**src/rtl/range_finder_stats_if.sv**
```systemverilog
// range_finder_stats_if
//   Groups the sample-session bus of range_finder_stats into one bundle.
//   The sample source drives data_in, go, finish and signed_mode. The
//   statistics block returns range, min_out, max_out, count, valid and
//   debug_error.
//
//   Modports:
//     slave  - the statistics block (takes the session inputs, drives the results)
//     master - the sample source / consumer (drives the session inputs)
//
//   Parameters:
//     WIDTH - sample width in bits
//     CNT_W - sample-counter width in bits
interface range_finder_stats_if #(
  parameter int WIDTH = 8,
  parameter int CNT_W = 8
);

  logic [WIDTH-1:0] data_in;
  logic             go;
  logic             finish;
  logic             signed_mode;
  logic [WIDTH-1:0] range;
  logic [WIDTH-1:0] min_out;
  logic [WIDTH-1:0] max_out;
  logic [CNT_W-1:0] count;
  logic             valid;
  logic             debug_error;

  modport slave (
    input  data_in, go, finish, signed_mode,
    output range, min_out, max_out, count, valid, debug_error
  );

  modport master (
    output data_in, go, finish, signed_mode,
    input  range, min_out, max_out, count, valid, debug_error
  );

endinterface

```
**src/rtl/range_finder_stats.sv**
```systemverilog
// range_finder_stats
//   Tracks the minimum, maximum, range (max - min) and sample count over a
//   session that is opened by go and closed by finish. A sample is taken on
//   every cycle while the session is open, including the go cycle and the
//   finish cycle. The comparison mode (signed or unsigned) is latched at go.
//   The sample counter saturates at 2^CNT_W - 1. On the cycle after finish,
//   the results load and valid pulses for one cycle. Protocol misuse sets a
//   sticky debug_error flag. The flag clears on the next accepted go.
//
//   Ports:
//     clock  - system clock; all state updates on the rising edge
//     reset  - synchronous, active-high reset; wins over every other input
//     bus    - range_finder_stats_if.slave:
//                data_in, go, finish, signed_mode (in)
//                range, min_out, max_out, count, valid, debug_error (out)
//
//   Parameters:
//     WIDTH - sample width in bits (>= 2); must match the interface
//     CNT_W - sample-counter width in bits; must match the interface
module range_finder_stats #(
  parameter int WIDTH = 8,
  parameter int CNT_W = 8
) (
  input  logic                 clock,
  input  logic                 reset,
  range_finder_stats_if.slave  bus
);

  typedef enum logic {
    IDLE   = 1'b0,
    ACTIVE = 1'b1
  } state_t;

  localparam logic [CNT_W-1:0] CNT_MAX = {CNT_W{1'b1}};

  state_t           state;
  state_t           state_next;

  logic [WIDTH-1:0] cur_min;
  logic [WIDTH-1:0] cur_max;
  logic [CNT_W-1:0] cnt;
  logic             mode;

  logic             start;
  logic             accumulate;
  logic             close;
  logic             err_set;

  logic             below_min;
  logic             above_max;
  logic [WIDTH-1:0] min_next;
  logic [WIDTH-1:0] max_next;
  logic [CNT_W-1:0] cnt_next;

  // State register
  always_ff @(posedge clock) begin
    if (reset) begin
      state <= IDLE;
    end else begin
      state <= state_next;
    end
  end

  // Next-state and control decode. A go that arrives with finish in IDLE
  // would be a single-cycle session. That case is treated as an error and
  // nothing is captured.
  always_comb begin
    state_next = state;
    start      = 1'b0;
    accumulate = 1'b0;
    close      = 1'b0;
    err_set    = 1'b0;
    case (state)
      IDLE: begin
        if (bus.go && !bus.finish) begin
          start      = 1'b1;
          state_next = ACTIVE;
        end else if (bus.finish) begin
          err_set = 1'b1;
        end
      end
      ACTIVE: begin
        accumulate = 1'b1;
        if (bus.go) begin
          err_set = 1'b1;
        end
        if (bus.finish) begin
          close      = 1'b1;
          state_next = IDLE;
        end
      end
      default: begin
        state_next = IDLE;
      end
    endcase
  end

  // Running extremes, including the current sample, compared in the
  // latched mode. These values are also what close loads. The finish
  // sample is therefore part of the reported result.
  always_comb begin
    if (mode) begin
      below_min = $signed(bus.data_in) < $signed(cur_min);
      above_max = $signed(bus.data_in) > $signed(cur_max);
    end else begin
      below_min = bus.data_in < cur_min;
      above_max = bus.data_in > cur_max;
    end
    min_next = below_min ? bus.data_in : cur_min;
    max_next = above_max ? bus.data_in : cur_max;
    cnt_next = (cnt == CNT_MAX) ? cnt : cnt + CNT_W'(1);
  end

  // Session datapath and result registers. The range is a plain WIDTH-bit
  // subtraction of the raw patterns. In both modes the true difference fits
  // in WIDTH unsigned bits, so the result is exact.
  always_ff @(posedge clock) begin
    if (reset) begin
      cur_min         <= '0;
      cur_max         <= '0;
      cnt             <= '0;
      mode            <= 1'b0;
      bus.range       <= '0;
      bus.min_out     <= '0;
      bus.max_out     <= '0;
      bus.count       <= '0;
      bus.valid       <= 1'b0;
      bus.debug_error <= 1'b0;
    end else begin
      bus.valid <= 1'b0;
      if (start) begin
        cur_min         <= bus.data_in;
        cur_max         <= bus.data_in;
        cnt             <= CNT_W'(1);
        mode            <= bus.signed_mode;
        bus.debug_error <= 1'b0;
      end
      if (accumulate) begin
        cur_min <= min_next;
        cur_max <= max_next;
        cnt     <= cnt_next;
      end
      if (err_set) begin
        bus.debug_error <= 1'b1;
      end
      if (close) begin
        bus.min_out <= min_next;
        bus.max_out <= max_next;
        bus.range   <= max_next - min_next;
        bus.count   <= cnt_next;
        bus.valid   <= 1'b1;
      end
    end
  end

endmodule

```
**src/flat_wrapper.sv**
```systemverilog
// flat-port wrapper written by rule: the top's interface ports become plain ports
module range_finder_stats_flat 
#(
  parameter int WIDTH = 8,
  parameter int CNT_W = 8
)
  (clock, reset, bus_data_in, bus_go, bus_finish, bus_signed_mode, bus_range, bus_min_out, bus_max_out, bus_count, bus_valid, bus_debug_error);
  range_finder_stats_if #(.WIDTH(WIDTH), .CNT_W(CNT_W)) bus_i ();
  input  logic clock;
  input  logic reset;
  input wire logic [$bits(bus_i.data_in)-1:0] bus_data_in;
  input wire logic [$bits(bus_i.go)-1:0] bus_go;
  input wire logic [$bits(bus_i.finish)-1:0] bus_finish;
  input wire logic [$bits(bus_i.signed_mode)-1:0] bus_signed_mode;
  output wire logic [$bits(bus_i.range)-1:0] bus_range;
  output wire logic [$bits(bus_i.min_out)-1:0] bus_min_out;
  output wire logic [$bits(bus_i.max_out)-1:0] bus_max_out;
  output wire logic [$bits(bus_i.count)-1:0] bus_count;
  output wire logic [$bits(bus_i.valid)-1:0] bus_valid;
  output wire logic [$bits(bus_i.debug_error)-1:0] bus_debug_error;
  assign bus_i.data_in = bus_data_in;
  assign bus_i.go = bus_go;
  assign bus_i.finish = bus_finish;
  assign bus_i.signed_mode = bus_signed_mode;
  assign bus_range = bus_i.range;
  assign bus_min_out = bus_i.min_out;
  assign bus_max_out = bus_i.max_out;
  assign bus_count = bus_i.count;
  assign bus_valid = bus_i.valid;
  assign bus_debug_error = bus_i.debug_error;
  range_finder_stats #(.WIDTH(WIDTH), .CNT_W(CNT_W)) u_core (.clock(clock), .reset(reset), .bus(bus_i));
endmodule
```
**config.mk**
```make
export PLATFORM = sky130hd
export DESIGN_NAME = range_finder_stats_flat
export DESIGN_NICKNAME = d
export VERILOG_FILES = /design/src/rtl/range_finder_stats_if.sv /design/src/rtl/range_finder_stats.sv /design/src/flat_wrapper.sv
export SDC_FILE = /design/constraint.sdc
export NUM_CORES = 1
export LEC_CHECK = 0
export CORE_MARGIN = 3
export CORE_UTILIZATION = 40
export DETAILED_ROUTE_END_ITERATION = 8
export GPL_TIMING_DRIVEN = 0
export MAX_ROUTING_LAYER = met4
export SLEW_MARGIN = 20
export SYNTH_ARGS = -nofsm -noshare
export SYNTH_HDL_FRONTEND = slang
export SYNTH_SLANG_ARGS = --single-unit
```
**constraint.sdc**
```tcl
create_clock -name clock -period 5 [get_ports clock]
set_input_delay 0.5 -clock clock [delete_from_list [all_inputs] [get_ports clock]]
set_output_delay 0.5 -clock clock [all_outputs]
set_load 0.005 [all_outputs]
```
== Yosys cells after proc, flatten, opt, wreduce, memory -nomap -nowiden ==
Cells that the tools add are included.

* Bits in registers: 60
* Bits in latches: 0
* Bits in writable memories: 0
* ROM bits: 0
* Memories: 0

* Add/sub/neg operators: 2
* $mul: 0
* Div/mod/pow operators: 0
* $lt $le $gt $ge: 4
* Equality and inequality tests: 1
* Shift-type cells: 0
* Muxes and demuxes: 23
* Bitwise operators: 1
* Reductions and logical operators: 4

{| class="wikitable"
|+ Operators with widths
! operator !! count
|-
| $mux W8 || 8
|-
| $gt A8 B8 Y1 || 2
|-
| $lt A8 B8 Y1 || 2
|-
| $mux W1 || 13
|-
| $add A8 B1 Y8 const B || 1
|-
| $eq A8 B8 Y1 const B || 1
|-
| $sub A8 B8 Y8 || 1
|-
| $pmux W1 S2 || 2
|-
| $reduce_bool A2 Y1 || 2
|-
| $logic_and A1 B1 Y1 || 1
|-
| $logic_not A1 Y1 || 1
|-
| $not A1 Y1 || 1
|}

== Logic depth before layout (Yosys ltp) ==
* Depth after elaboration: 6
* Mapped depth: 21
* Gate-level depth less buffers: 18

== Worst setup path after synthesis ==
Ideal clock, no wire load.

* Path kind: input to register
* From: input bus_data_in[6]
* To: register u_core.bus.range[6]
* Setup time: 0.062 ns
* Arrival time: 3.825 ns
* Data required time: 4.938 ns
* Path slack: 1.114 ns
* Stages: 16
* Cell sequence: ha_1 > a21oi_1 > a21oi_2 > o31a_2 > nand2_4 > clkbuf_1 > nor2_1 > a21oi_1 > inv_1 > fa_1 > maj3_2 > o211ai_2 > o21ai_1 > a211o_1 > a211o_1 > nand3_1

* Cells in the longest elaborated chain, start to end: 4

{| class="wikitable"
|+ RTL lines
! what !! line !! source
|-
| from (decl) || flat_wrapper.sv:11 || <nowiki>input wire logic [$bits(bus_i.data_in)-1:0] bus_data_in;</nowiki>
|-
| $lt A8 B8 Y1 (on tied branches) || range_finder_stats.sv:106, range_finder_stats.sv:103 ||
|-
| $mux W1 * || range_finder_stats.sv:102 || <nowiki>if (mode) begin</nowiki>
|-
| $mux W8 * || range_finder_stats.sv:109 || <nowiki>min_next = below_min ? bus.data_in : cur_min;</nowiki>
|-
| named net u_core.min_next[1] || range_finder_stats.sv:51 || <nowiki>logic [WIDTH-1:0] min_next;</nowiki>
|-
| $sub A8 B8 Y8 * || range_finder_stats.sv:149 || <nowiki>bus.range <= max_next - min_next;</nowiki>
|-
| to (signal assigned) || range_finder_stats.sv:149 ||
|-
| to (decl) || range_finder_stats_if.sv:32 || <nowiki>output range, min_out, max_out, count, valid, debug_error</nowiki>
|}

The timed path passes the listed nets; every way through them passes the cells marked *.
A chain may end at the register's enable or synchronous reset.

== Final worst setup path ==
* From: input bus_data_in[7]
* To: register u_core.bus.range[7]

* Cells in the longest elaborated chain, start to end: 4

{| class="wikitable"
|+ RTL lines
! what !! line !! source
|-
| $gt A8 B8 Y1 (on tied branches) || range_finder_stats.sv:107, range_finder_stats.sv:104 ||
|-
| $mux W1 * || range_finder_stats.sv:102 ||
|-
| $mux W8 * || range_finder_stats.sv:110 || <nowiki>max_next = above_max ? bus.data_in : cur_max;</nowiki>
|-
| named net u_core.max_next[1] || range_finder_stats.sv:52 || <nowiki>logic [WIDTH-1:0] max_next;</nowiki>
|-
| $sub A8 B8 Y8 * || range_finder_stats.sv:149 ||
|}

Marks and branches as above.

==> impl_metrics.json <==
{
  "reg2reg_slack_ns": 0.50,
  "track_usage": 0.1906,
  "cts_buffers": 9,
  "via_per_inst": 5.248,
  "crit_start": "bus_data_in[7]",
  "pwr_density_cell_mw_per_mm2": 322.6,
  "overflow": 0,
  "synth_cells": 418,
  "dp.cells": 568,
  "ff2ff_path_depth": 21,
  "dp_slack_ns": -0.08203,
  "drcViolationCount": 0,
  "finalSetupTns_ns": 0,
  "post_cts_buffers": 0,
  "peakVddDrop_mv": 0.1320,
  "hold_slack_ns": 0.4467,
  "row_count": 33,
  "synth.distinct_cells": 60,
  "synth_nets": 453,
  "stdcell_count": 584,
  "io_pins": 47,
  "critPathLaunchType": "input pin",
  "ys_seq_area_frac": 0.3495,
  "arrival_ns": 4.93,
  "crit_end": "u_core.bus.range[7]$_SDFFE_PP0P_",
  "die-area_mm2": 0.009741,
  "port_buffers": 45,
  "drv_slew": 0,
  "netlist.area_leader.share": 0.3495,
  "synth.top_cells.by_count": "dfxtp_1, nor2_1, nand2_1, a21oi_1, o21ai_0",
  "tightest_slew_ns": 0.5545,
  "worst_r2r_endpoint": "u_core.bus.range[7]$_SDFFE_PP0P_",
  "dp.final_hpwl_um": 6789,
  "finalCriticalPeriod_ns": 4.719,
  "antenna_left": 0,
  "yosysWarnings": 0,
  "rsz0062_at_grt": "false",
  "insertion_delay_ns": 0.34,
  "slew_headroom": 0.6265,
  "cap_viol_max_count": 0,
  "path_clk_slew_ns": 0.07,
  "yosys.area.top_type": "dfxtp_1",
  "fin_crit_sh": 0.9439,
  "endpoint_kind": "register",
  "clk_path_buf_depth": 2,
  "worst-setup-path-type": "input pin to register",
  "synth-edff-count": 0,
  "drt_iter0_markers": 161,
  "initial_core_util": 0.4141,
  "skew_ns": 0.01051,
  "leakagePower_nw": 1.627,
  "fp.dieW_um": 98.70,
  "crit_fanout": 10,
  "postCtsHoldBufs": 0,
  "cts_tree": "yes",
  "synth_area_per_cell_um2": 8.223,
  "setup_violations": 0,
  "finalWeightedCongestion": 0.8570,
  "clkSinkCount": 60,
  "die_h_um": 98.70,
  "wirelength_um": 8663,
  "nNetsFinal": 509,
  "vias": 3065,
  "hp-class": "register to register",
  "hold_viol_final": 0,
  "syn_area_mm2": 0.003437,
  "cts_resized": 0,
  "required_ns": 5.21,
  "status": "finished, final reports clean",
  "drive_gt1_frac": 0.09603,
  "n_antenna_cell": 0,
  "setup_slack_ns": 0.2807,
  "root_buffer": "clkbuf_8",
  "htree_levels": 3,
  "antenna_found_initial": 0,
  "crit-reg2reg-launch": "u_core.cur_max[2]$_SDFFE_PP0P_",
  "grt_start_max_net_pins": 12,
  "area_growth_pct": 22.86,
  "synthMostInstantiatedCell": "dfxtp_1",
  "wire_per_inst_um": 14.83,
  "yosys_register_bits": 60,
  "clock.fmax_ghz": 0.2119,
  "synth-main-ff-cell": "dfxtp_1",
  "first_pass_iters": 4,
  "grt_pass1_wl_um": 14390,
  "grt_pass1_vias": 2845,
  "synthArstFlopShare": 0,
  "core_mm2": 0.008299,
  "synth_area_leaders": "dfxtp_1, ha_1, a21oi_1, nor2_1, o21ai_0"
}
==> cells in the final DEF, fill, tap and decap left out, types with 3 or more instances in the layout <==
master,instances
clkinvlp_4,3
xnor2_1,6
a21oi_2,4
nand3_1,8
nor2_1,46
clkbuf_1,13
nand4_1,4
a31oi_1,3
clkdlybuf4s50_1,45
inv_1,23
ha_1,21
nor4_1,3
o21ai_1,4
and3_1,5
clkbuf_8,10
nor2_2,3
nand2_1,44
xor2_1,7
a21oi_1,41
o21ai_0,34
nand2b_1,4
nor3_1,9
nor2b_1,6
a21o_1,5
mux2i_1,13
dfxtp_1,60
a22o_1,6
==> how the worst min path moves through the flow <==
stage                                             startpoint                                  to  slack (ns)  depth (start not counted)
after floorplan             u_core.bus.range[5]$_SDFFE_PP0P_    u_core.bus.range[5]$_SDFFE_PP0P_        0.44                          2
after global placement    u_core.bus.min_out[1]$_SDFFE_PP0P_  u_core.bus.min_out[1]$_SDFFE_PP0P_        0.43                          2
after detailed placement  u_core.bus.min_out[2]$_SDFFE_PP0P_  u_core.bus.min_out[2]$_SDFFE_PP0P_        0.44                          1
after CTS                   u_core.bus.range[5]$_SDFFE_PP0P_    u_core.bus.range[5]$_SDFFE_PP0P_        0.45                          2
after global routing        u_core.bus.range[5]$_SDFFE_PP0P_    u_core.bus.range[5]$_SDFFE_PP0P_        0.46                          2
final                       u_core.bus.range[5]$_SDFFE_PP0P_    u_core.bus.range[5]$_SDFFE_PP0P_        0.45                          2
==> critical path: stages <==
cell and delay (ns):
clkdlybuf4s50_1 0.61, ha_1 0.47, nand4_1 0.14, nand2b_1 0.19, a21oi_4 0.26, or2_1 0.14, buf_4 0.17, buf_2 0.26
nor2_1 0.07, a21oi_1 0.40, inv_1 0.09, ha_1 0.28, a21oi_1 0.28, a21oi_1 0.09, a31oi_1 0.19, o211ai_2 0.14
a211oi_2 0.27, o31ai_2 0.11, mux2i_1 0.15, o211ai_1 0.10
==> registers in the layout, summed over array words and instances (netlist names) <==
| signal | cells |
|---|---|
| u_core.bus.count | 8 |
| u_core.cnt | 8 |
| u_core.cur_max | 8 |
| u_core.bus.range | 8 |
| u_core.bus.min_out | 8 |
| u_core.bus.max_out | 8 |
| u_core.bus.valid | 1 |
| u_core.state | 1 |
| u_core.bus.debug_error | 1 |
| u_core.mode | 1 |
| u_core.cur_min | 8 |
==> layout make-up <==
cell class | count | area (um2)
repair buffers | 45 | 450.4
clock inverters | 5 | 61.31
inverters | 24 | 90.09
well taps | 105 | 131.4
clock buffers | 11 | 141.4
plain buffers | 17 | 75.07
flip-flops and latches | 60 | 1201
multi-input cells | 317 | 2072
fillers | 840 | 4076
==> per-layer routing <==
| metal | GRT usage | share of wire |
|---|---|---|
| met1 | 0.2750 | 0.51 |
| met2 | 0.2678 | 0.43 |
| met3 | 0.03326 | 0.042 |
| met4 | 0.06618 | 0.016 |
| met5 | - | 0 |
==> kinds of logic after synthesis <==
family	synth area share
compound gates	0.2530
xor+xnor	0.03313
fa+ha+maj	0.08846
flops	0.3495
mux	0.03786
buf+inv	0.04769
simple gates	0.1904
==> report_power, final <==
part	switching [W]	leakage [nW]	internal (W)	total (W)
combinational	0.000234	1.05	0.000166	0.000400
sequential	0.0000167	0.488	0.000501	0.000517
clock	0.000201	0.0918	0.000245	0.000445
==> stage by stage <==
step | area, um2 | power [W] | util
finish | 4223 | 0.001362 | 0.5088
global route | 4223 | 0.001443 | 0.5088
CTS | 4222 | 0.001373 | 0.5087
detailed placement | 4019 | 0.0009252 | 0.4842
global placement | 4019 | 0.0009179 | 0.4842
floorplan | 3437 | 0.0008143 | -
No activity file was read; power rests on OpenSTA's default activity.
